**config.mk**
```make
export PLATFORM = sky130hd
export DESIGN_NAME = icache_refill_unit
export DESIGN_NICKNAME = d
export VERILOG_FILES = /design/src/rtl/icache_refill_unit_pkg.sv /design/src/rtl/icache_refill_unit_victim_sel.sv /design/src/rtl/icache_refill_unit.sv
export SDC_FILE = /design/constraint.sdc
export NUM_CORES = 1
export LEC_CHECK = 0
export BUFFER_PORTS_ARGS = -buffer_cell sky130_fd_sc_hd__buf_2
export CORE_MARGIN = 2
export CORE_UTILIZATION = 50
export DETAILED_ROUTE_END_ITERATION = 7
export GPL_ROUTABILITY_DRIVEN = 0
export PLACE_DENSITY = 0.86
export SLEW_MARGIN = 20
export SYNTH_ARGS = -nofsm -noshare
export SYNTH_HDL_FRONTEND = slang
export SYNTH_SLANG_ARGS = --single-unit
```
**constraint.sdc**
```tcl
create_clock -name clk_i -period 3.7 [get_ports clk_i]
set_input_delay 0.185 -clock clk_i [delete_from_list [all_inputs] [get_ports clk_i]]
set_output_delay 0.185 -clock clk_i [all_outputs]
set_load 0.01 [all_outputs]
```
**src/rtl/icache_refill_unit_pkg.sv**
```systemverilog
// rtl/icache_refill_unit_pkg.sv - shared icache refill defaults and FSM state type
// Contents:
//   DEF_N_WAY, DEF_SET_WIDTH, DEF_WORD_SIZE, DEF_ADDR_WIDTH : default geometry
//   refill_state_e                                          : refill FSM states
package icache_refill_unit_pkg;

  localparam int DEF_N_WAY      = 4;
  localparam int DEF_SET_WIDTH  = 128;
  localparam int DEF_WORD_SIZE  = 64;
  localparam int DEF_ADDR_WIDTH = 8;

  typedef enum logic [1:0] {
    IDLE  = 2'd0,
    REQ   = 2'd1,
    FILL  = 2'd2,
    WRITE = 2'd3
  } refill_state_e;

endpackage

```
**src/rtl/icache_refill_unit_victim_sel.sv**
```systemverilog
// rtl/icache_refill_unit_victim_sel.sv - victim way selection (lowest invalid way, else round-robin)
// Ports:
//   clk_i, rst_i  : clock, synchronous active-high reset
//   way_valid_i   : valid bits of the missed set
//   advance_i     : step the round-robin pointer (completed write that used it)
//   victim_o      : selected way
//   use_rr_o      : high when victim_o came from the round-robin pointer
module icache_victim_sel
  import icache_refill_unit_pkg::*;
#(
  parameter int N_WAY = DEF_N_WAY,
  parameter int WAY_W = (N_WAY > 1) ? $clog2(N_WAY) : 1
) (
  input  logic             clk_i,
  input  logic             rst_i,
  input  logic [N_WAY-1:0] way_valid_i,
  input  logic             advance_i,
  output logic [WAY_W-1:0] victim_o,
  output logic             use_rr_o
);

  logic [WAY_W-1:0] r_ptr;
  logic [WAY_W-1:0] w_free_idx;
  logic             w_has_free;

  // Scan from the top down so the last hit is the lowest free index.
  always_comb begin
    w_has_free = 1'b0;
    w_free_idx = '0;
    for (int i = N_WAY - 1; i >= 0; i--) begin
      if (!way_valid_i[i]) begin
        w_has_free = 1'b1;
        w_free_idx = WAY_W'(i);
      end
    end
  end

  assign victim_o = w_has_free ? w_free_idx : r_ptr;
  assign use_rr_o = !w_has_free;

  // Explicit wrap so non-power-of-two way counts stay in range.
  always_ff @(posedge clk_i) begin
    if (rst_i) begin
      r_ptr <= '0;
    end else if (advance_i) begin
      r_ptr <= (r_ptr == WAY_W'(N_WAY - 1)) ? '0 : r_ptr + WAY_W'(1);
    end
  end

endmodule

```
**src/rtl/icache_refill_unit.sv**
```systemverilog
// rtl/icache_refill_unit.sv - instruction cache line refill: fetch, assemble, write victim way
// Optional feature macro: ICACHE_REFILL_ERR_EN (adds mem_rsp_err_i / refill_err_o)
// Ports:
//   clk_i, rst_i                 : clock, synchronous active-high reset
//   miss_valid_i/miss_ready_o    : miss handshake; miss_idx_i set index, miss_way_valid_i set valid bits
//   kill_i                       : abort the refill in progress
//   mem_req_valid_o/ready_i      : line fetch request, mem_req_idx_o set index
//   mem_rsp_valid_i/data_i       : response beats, lowest word first
//   ram_req_o/we_o/addr_o/data_o : one-cycle line write toward the data array
//   refill_done_o/refill_way_o   : completion pulse and way written
//   busy_o                       : refill in progress
//   mem_rsp_err_i/refill_err_o   : (ICACHE_REFILL_ERR_EN) beat error in, error pulse out
module icache_refill_unit
  import icache_refill_unit_pkg::*;
#(
  parameter int N_WAY      = DEF_N_WAY,
  parameter int SET_WIDTH  = DEF_SET_WIDTH,
  parameter int WORD_SIZE  = DEF_WORD_SIZE,
  parameter int ADDR_WIDTH = DEF_ADDR_WIDTH,
  localparam int WAY_W     = (N_WAY > 1) ? $clog2(N_WAY) : 1
) (
  input  logic                  clk_i,
  input  logic                  rst_i,
  input  logic                  miss_valid_i,
  output logic                  miss_ready_o,
  input  logic [ADDR_WIDTH-1:0] miss_idx_i,
  input  logic [N_WAY-1:0]      miss_way_valid_i,
  input  logic                  kill_i,
  output logic                  mem_req_valid_o,
  input  logic                  mem_req_ready_i,
  output logic [ADDR_WIDTH-1:0] mem_req_idx_o,
  input  logic                  mem_rsp_valid_i,
  input  logic [WORD_SIZE-1:0]  mem_rsp_data_i,
  output logic [N_WAY-1:0]      ram_req_o,
  output logic                  ram_we_o,
  output logic [ADDR_WIDTH-1:0] ram_addr_o,
  output logic [SET_WIDTH-1:0]  ram_data_o,
  output logic                  refill_done_o,
  output logic [WAY_W-1:0]      refill_way_o,
  output logic                  busy_o
`ifdef ICACHE_REFILL_ERR_EN
  ,
  input  logic                  mem_rsp_err_i,
  output logic                  refill_err_o
`endif
);

  localparam int BEATS = SET_WIDTH / WORD_SIZE;
  localparam int BW    = (BEATS > 1) ? $clog2(BEATS) : 1;
  localparam logic [BW-1:0] LAST_BEAT = BW'(BEATS - 1);

  refill_state_e r_state;
  refill_state_e w_state_nxt;

  logic [ADDR_WIDTH-1:0] r_idx;
  logic [WAY_W-1:0]      r_victim;
  logic                  r_use_rr;
  logic [BW-1:0]         r_beat;
  logic                  r_killed;
  logic [SET_WIDTH-1:0]  r_line;

  logic [WAY_W-1:0]      w_victim;
  logic                  w_use_rr;
  logic                  w_advance;
  logic                  w_last_beat;
  logic                  w_drop;
  logic [N_WAY-1:0]      w_way_onehot;

  icache_victim_sel #(
    .N_WAY (N_WAY),
    .WAY_W (WAY_W)
  ) u_victim_sel (
    .clk_i       (clk_i),
    .rst_i       (rst_i),
    .way_valid_i (miss_way_valid_i),
    .advance_i   (w_advance),
    .victim_o    (w_victim),
    .use_rr_o    (w_use_rr)
  );

  assign w_last_beat  = mem_rsp_valid_i && (r_beat == LAST_BEAT);
  assign w_way_onehot = N_WAY'(1) << r_victim;
  // The pointer only moves when the write it chose actually lands.
  assign w_advance    = (r_state == WRITE) && r_use_rr && !rst_i;

`ifdef ICACHE_REFILL_ERR_EN
  logic r_err;
  logic w_err_beat;

  assign w_err_beat   = (r_state == FILL) && mem_rsp_valid_i && mem_rsp_err_i;
  // A kill or error arriving with the final beat still cancels the write.
  assign w_drop       = r_killed || kill_i || r_err || w_err_beat;
  assign refill_err_o = (r_state == FILL) && w_last_beat && (r_err || mem_rsp_err_i) && !rst_i;

  always_ff @(posedge clk_i) begin
    if (rst_i) begin
      r_err <= 1'b0;
    end else if (r_state == IDLE) begin
      r_err <= 1'b0;
    end else if (w_err_beat) begin
      r_err <= 1'b1;
    end
  end
`else
  assign w_drop = r_killed || kill_i;
`endif

  always_ff @(posedge clk_i) begin
    if (rst_i) begin
      r_state <= IDLE;
    end else begin
      r_state <= w_state_nxt;
    end
  end

  always_comb begin
    w_state_nxt     = r_state;
    miss_ready_o    = 1'b0;
    mem_req_valid_o = 1'b0;
    ram_req_o       = '0;
    ram_we_o        = 1'b0;
    refill_done_o   = 1'b0;
    refill_way_o    = '0;
    case (r_state)
      IDLE: begin
        miss_ready_o = 1'b1;
        if (miss_valid_i) begin
          w_state_nxt = REQ;
        end
      end
      REQ: begin
        mem_req_valid_o = 1'b1;
        if (kill_i) begin
          w_state_nxt = IDLE;
        end else if (mem_req_ready_i) begin
          w_state_nxt = FILL;
        end
      end
      FILL: begin
        if (w_last_beat) begin
          w_state_nxt = w_drop ? IDLE : WRITE;
        end
      end
      WRITE: begin
        w_state_nxt = IDLE;
        // Reset in the write cycle suppresses the write itself.
        if (!rst_i) begin
          ram_req_o     = w_way_onehot;
          ram_we_o      = 1'b1;
          refill_done_o = 1'b1;
          refill_way_o  = r_victim;
        end
      end
      default: w_state_nxt = IDLE;
    endcase
  end

  always_ff @(posedge clk_i) begin
    if (rst_i) begin
      r_idx    <= '0;
      r_victim <= '0;
      r_use_rr <= 1'b0;
      r_beat   <= '0;
      r_killed <= 1'b0;
      r_line   <= '0;
    end else begin
      case (r_state)
        IDLE: begin
          if (miss_valid_i) begin
            r_idx    <= miss_idx_i;
            r_victim <= w_victim;
            r_use_rr <= w_use_rr;
            r_killed <= 1'b0;
            r_beat   <= '0;
          end
        end
        REQ: begin
          if (!kill_i && mem_req_ready_i) begin
            r_beat <= '0;
          end
        end
        FILL: begin
          if (kill_i) begin
            r_killed <= 1'b1;
          end
          if (mem_rsp_valid_i) begin
            for (int k = 0; k < BEATS; k++) begin
              if (r_beat == BW'(k)) begin
                r_line[k*WORD_SIZE +: WORD_SIZE] <= mem_rsp_data_i;
              end
            end
            r_beat <= w_last_beat ? '0 : r_beat + BW'(1);
          end
        end
        default: ;
      endcase
    end
  end

  assign mem_req_idx_o = r_idx;
  assign ram_addr_o    = r_idx;
  assign ram_data_o    = r_line;
  assign busy_o        = (r_state != IDLE);

endmodule

```
==> results of run 1 <==
-- cells in the mapped netlist, types with 2 or more instances --
| cell | number | area share [%] |
|---|---|---|
| a211oi_1 | 2 | 0.28 |
| a21oi_1 | 140 | 13 |
| buf_1 | 2 | 0.14 |
| buf_2 | 24 | 2.3 |
| buf_4 | 15 | 2.1 |
| clkbuf_1 | 16 | 1.1 |
| dfxtp_1 | 145 | 55 |
| inv_1 | 4 | 0.28 |
| mux2_2 | 2 | 0.43 |
| nand2_1 | 280 | 20 |
| nand2b_1 | 3 | 0.36 |
| nor2_1 | 4 | 0.28 |
| nor2b_1 | 6 | 0.71 |
| nor3_1 | 3 | 0.28 |
| nor3b_1 | 2 | 0.28 |
| o2111ai_1 | 2 | 0.33 |
| o21ai_0 | 2 | 0.19 |
-- sequential cells by signal, indices dropped and copies added, names as in the netlist --
register	count
mem_req_idx_o	8
r_beat	1
r_victim	2
r_use_rr	1
r_killed	1
r_state	2
ram_data_o	128
u_victim_sel.r_ptr	2
-- cell families (layout without fill, tap and decap cells) --
family | count (synthesis) | in the layout | share of synthesized area, %
simple gates | 311 | 311 | 23.7
compound gates | 150 | 150 | 14.7
flops | 145 | 145 | 55.0
buf+inv | 61 | 356 | 5.97
mux | 2 | 2 | 0.426
fa+ha+maj | 1 | 1 | 0.237
-- cells in the final DEF, fill, tap and decap left out, drive strengths merged, types with 2 or more instances in the layout --
cell,n
a211oi,2
a21oi,140
buf,244
bufinv,3
clkbuf,19
clkinvlp,4
dfxtp,145
dlygate4sd3,76
inv,10
mux2,2
nand2,280
nand2b,3
nor2,4
nor2b,6
nor3,3
nor3b,2
o2111ai,2
o21ai,2
-- layer usage --
| metal | up-vias | GRT usage (%) | wire, um |
|---|---|---|---|
| met5 | - | 0 | 0 |
| li1 | 2734 | - | - |
| met4 | 0 | 15.8 | 784 |
| met1 | 2587 | 31.1 | 6030 |
| met3 | 61 | 5.29 | 885 |
| met2 | 265 | 45.9 | 8130 |
-- worst max-delay path, cell delays in order (launching register included) --
cell and delay (ns):
dfxtp_1 0.47, nand4bb_4 1.02, nand2_1 0.39, a21oi_1 0.13
-- power breakdown --
| group | leakage, uW | switching (uW) | internal [uW] |
|---|---|---|---|
| sequential | 0.00117 | 36.1 | 1610 |
| combinational | 0.00198 | 198 | 172 |
| clock | 0.000278 | 688 | 1040 |
| total | 0.00343 | 922 | 2820 |
-- area by class of cell --
| type | count | area (um^2) | area share [%] |
|---|---|---|---|
| clock inverter | 13 | 175 | 2.25 |
| timing repair buffer | 320 | 2000 | 25.7 |
| multi-input combinational | 464 | 2100 | 26.9 |
| inverter | 4 | 15.0 | 0.193 |
| sequential | 145 | 2900 | 37.3 |
| tap | 136 | 170 | 2.19 |
| clock buffer | 19 | 422 | 5.42 |
-- stage by stage --
step	hold slack (ns)	std cells	total power, uW	utilization [%]	setup WS, ns
3_3_place_gp	0.428	993	1970	62.5	1.69
5_1_grt	0.0911	1101	3880	75.7	1.37
4_1_cts	0.0350	1101	3750	75.7	1.59
3_5_place_dp	0.433	993	1980	62.5	1.63
6_report	0.0623	1101	3740	75.7	1.52
2_1_floorplan	0.321	670	1840	-	2.27
-- final timing paths --
kind | start | to | slack, ns | depth (start not counted)
setup / recovery | r_state[0] | ram_data_o[26] | 1.52 | 3
hold / removal | miss_way_valid_i[3] | r_use_rr | 0.06 | 4
setup reg to reg | r_state[0] | ram_data_o[26] | 1.52 | 3
hold reg to reg | ram_data_o[29] | ram_data_o[29] | 0.45 | 2
-- what timing repair did --
action	CTS	global route
endpoints found under the hold margin	138	0
hold buffers	76	0
endpoints found under the setup margin	0	0
==> flow_metrics.env, run 1 <==
export IMPL_cts_sinks=145
export IMPL_grtUsageTotal_pct=26.8
export IMPL_overflow=0
export IMPL_setup_viol=0
export IMPL_worst_pin_slew_ns=1.06
export IMPL_post_dp_hpwl_um=9210
export IMPL_h_tree_depth=4
export IMPL_worstSetupPathType="reg2reg"
export IMPL_cts_clk_slew_worst_paths_ns=0.07
export IMPL_first_iter_violations=428
export IMPL_end_kind="flip-flop"
export IMPL_cts_made_buffers=17
export IMPL_post_drt_via_cell_ratio=5.13
export IMPL_die_w_um=107
export IMPL_antenna_found_initial=0
export IMPL_clk_latency_ns=0.51
export IMPL_maxCapViolCount=0
export IMPL_area_growth_syn_to_layout_pct=47.4
export IMPL_cts_root_buffer="clkbuf_8"
export IMPL_synth_nets=753
export IMPL_hold_violations=0
export IMPL_cts_resized=0
export IMPL_min_period_ns=2.18
export IMPL_die_area_um2=11400
export IMPL_yosysSeqAreaShare_pct=55.0
export IMPL_finClkSkew_ns=0.0141
export IMPL_rows=37
export IMPL_finalSetupTns_ns=0
export IMPL_synthDistinctLibCells=35
export IMPL_hp_class="in2reg"
export IMPL_ys_warn_count=0
export IMPL_drt_total_wl_um=15800
export IMPL_cts_tree="done"
export IMPL_ys_async_sr_fraction_pct=0
export IMPL_fill_cells=723
export IMPL_crit_required_ns=4.04
export IMPL_avgSynthCellArea_um2=7.88
export IMPL_route_detailed_drc=0
export IMPL_first_pass_iters=5
export IMPL_dieHeight_um=107
export IMPL_finish_instance_area_um2=7780
export IMPL_synth_seq_cells=145
export IMPL_leakagePower_uw=0.00343
export IMPL_vdd_drop_max_mv=0.299
export IMPL_maxSlewHeadroom_pct=29.4
export IMPL_grt_pass1_vias=5198
export IMPL_critPathMaxFanout=65
export IMPL_startpoint_type="flip-flop"
export IMPL_wl_per_cell_um=14.4
export IMPL_antenna_cells=0
export IMPL_grt_max_degree=86
export IMPL_min_period_over_period_pct=59.0
export IMPL_dpl_instance_area_um2=6430
export IMPL_initial_utilization_pct=51.4
export IMPL_report_final_slew_viol_count=0
export IMPL_cts_setup_buffers=0
export IMPL_max_freq_ghz=0.458
export IMPL_nNetsFinal=1035
export IMPL_rsz0062_at_grt="false"
export IMPL_final_antenna_net_count=0
export IMPL_clock_path_buffers=2
export IMPL_p_per_area_nw_per_um2=481
export IMPL_coreArea_um2=10300
export IMPL_synth_edff_count=0
export IMPL_vias=5647
export IMPL_outcome="completed"
export IMPL_critPathArrivalTime_ns=2.52
export IMPL_synthCells=670
export IMPL_netlist_area_um2=5280
export IMPL_grt_first_pass_wirelength_um=24500
export IMPL_layout_drive_gt1_share_pct=29.0
export IMPL_pin_count=237
export IMPL_ys_flop_type="dfxtp_1"
export IMPL_io_buffer_count=236
(Power assumes the default switching activity.)
==> run 2: changes to the inputs <==
CORE_UTILIZATION = 47   (was 50)
PLACE_DENSITY = 0.82   (was 0.86)
clock period = 2.16 ns   (was 3.7 ns; I/O delays follow)
==> flow_metrics.env, run 2 (synthesis gave the netlist of run 1 again) <==
export IMPL_critPathArrivalTime_ns=2.47
export IMPL_fin_ws_ns=0.143
export IMPL_area_growth_syn_to_layout_pct=50.8
export IMPL_grt_util_met1_pct=30.3
export IMPL_p_per_area_nw_per_um2=819
export IMPL_worst_pin_slew_ns=0.479
export IMPL_initial_utilization_pct=48.5
export IMPL_critPathMaxFanout=35
export IMPL_grt_pass1_vias=5372
export IMPL_grt_max_degree=110
export IMPL_nNetsFinal=1047
export IMPL_vias=5732
export IMPL_maxSlewHeadroom_pct=68.0
export IMPL_end_kind="flip-flop"
export IMPL_report_final_slew_viol_count=0
export IMPL_io_buffer_count=236
export IMPL_first_iter_violations=505
export IMPL_antenna_cells=0
export IMPL_cts_setup_buffers=0
export IMPL_min_period_ns=2.02
export IMPL_post_dp_hpwl_um=9180
export IMPL_cts_sinks=145
export IMPL_overflow=0
export IMPL_crit_required_ns=2.61
export IMPL_largest_reg_flops=128
export IMPL_die_area_um2=12100
export IMPL_finish_utilization_pct=73.2
export IMPL_r2r_cells=5
export IMPL_final_common_cell="nand2_1"
export IMPL_first_pass_iters=5
export IMPL_cpPeakStageDelay_ns=0.57
export IMPL_maxCapViolCount=0
export IMPL_rows=38
export IMPL_antenna_found_initial=0
export IMPL_finClkSkew_ns=0.0114
export IMPL_h_tree_depth=4
export IMPL_dpl_instance_area_um2=6470
export IMPL_reg2reg_to="ram_data_o[118]"
export IMPL_wl_per_cell_um=14.9
export IMPL_drt_total_wl_um=16600
export IMPL_startpoint="r_state[1]"
export IMPL_max_freq_ghz=0.496
export IMPL_finalSetupTns_ns=0
export IMPL_cts_clk_slew_worst_paths_ns=0.06
export IMPL_rsz0062_at_grt="false"
export IMPL_grt_busiest_layer="met2"
export IMPL_grtUsageTotal_pct=26.9
export IMPL_route_detailed_drc=0
export IMPL_finalPower_uw=6520
export IMPL_met2_usage_pct=46.8
export IMPL_die_w_um=110
export IMPL_clk_latency_ns=0.52
export IMPL_r2r_slack_ns=0.14
export IMPL_worstSetupPathType="reg2reg"
export IMPL_crit_slowest_cell="dlygate4sd3_1"
export IMPL_hp_class="in2reg"
export IMPL_clock_path_buffers=2
export IMPL_path_buf_inv=2
export IMPL_final_antenna_net_count=0
export IMPL_finish_instance_area_um2=7970
export IMPL_min_period_over_period_pct=93.4
export IMPL_outcome="completed"
export IMPL_crit_end="ram_data_o[118]"
export IMPL_cts_made_buffers=17
export IMPL_cts_root_buffer="clkbuf_8"
export IMPL_post_drt_via_cell_ratio=5.13
export IMPL_cts_tree="done"
export IMPL_vdd_drop_max_mv=0.716
export IMPL_coreArea_um2=10900
export IMPL_setup_viol=0
export IMPL_dieHeight_um=110
export IMPL_final_cell_mix="280 x nand2_1, 235 x buf_2, 143 x dfxtp_1"
export IMPL_leakagePower_uw=0.00353
export IMPL_fill_cells=787
export IMPL_startpoint_type="flip-flop"
export IMPL_layout_drive_gt1_share_pct=28.7
export IMPL_grt_util_met3_pct=6.53
export IMPL_critPathTopFamily="buffers and inverters"
export IMPL_post_place_ws_ns=0.497
export IMPL_grt_first_pass_wirelength_um=25300
export IMPL_hold_violations=0
export IMPL_path_cells="and4b_2, buf_4, nand2_1, a21oi_1, dlygate4sd3_1"
export IMPL_r2r_start="r_state[1]"
export IMPL_pin_count=237
export IMPL_cp_depth=5
[run 2: cell types whose count changed in the layout (fill, tap and decap cells not counted), moves of 3 or more]
| cell | change |
|---|---|
| dlygate4sd3_1 | +12 |
| inv_6 | -5 |
| buf_4 | -3 |
| buf_12 | +3 |
| clkinvlp_4 | -3 |
[run 2: report_power, final]
part / switching, uW / internal [uW] / leakage, uW
Combinational: 355 / 321 / 0.00206
Sequential: 65.7 / 2760 / 0.00117
Clock: 1090 / 1940 / 0.000296
[run 2: worst min path at each step]
stage                                  from                to  slack, ns  cells after the start
final                                kill_i        r_state[0]       0.05                      4
after global routing                 kill_i        r_state[0]       0.06                      4
after CTS                            kill_i        r_state[0]       0.03                      4
after detailed placement      miss_idx_i[0]  mem_req_idx_o[0]       0.35                      3
after global placement        miss_idx_i[0]  mem_req_idx_o[0]       0.35                      3
after floorplan           mem_rsp_data_i[0]     ram_data_o[0]       0.24                      2
[run 2: worst min-delay path: stages]
cell and delay [ns]:
buf_2 0.16, nor3_1 0.08, a21oi_1 0.13, nor3_1 0.06
[run 2: area by class of cell]
type | count | area, um^2 | area share [%]
inverters | 4 | 15.0 | 0.189
flip-flops and latches | 145 | 2910 | 36.5
clock inverters | 9 | 155 | 1.95
repair buffers | 332 | 2160 | 27.1
well taps | 140 | 175 | 2.20
clock buffers | 23 | 457 | 5.73
multi-input cells | 464 | 2100 | 26.3
[run 2: what timing repair did]
item                       4_1_cts  5_1_grt
hold buffers                    88        0
gates resized for setup          0        2
hold endpoints to repair       143        0
setup endpoints to repair        0        4
[run 2: through the flow]
step	cells	hold WS, ns
2_1_floorplan	670	0.244
3_3_place_gp	997	0.351
3_5_place_dp	997	0.353
4_1_cts	1117	0.0293
5_1_grt	1117	0.0575
6_report	1117	0.0527
[run 2: layer usage]
metal / wire [um] / part of all wire (%)
met1: 6360 / 38
met2: 8520 / 51
met3: 1140 / 6.8
met4: 622 / 3.7
met5: 0 / 0
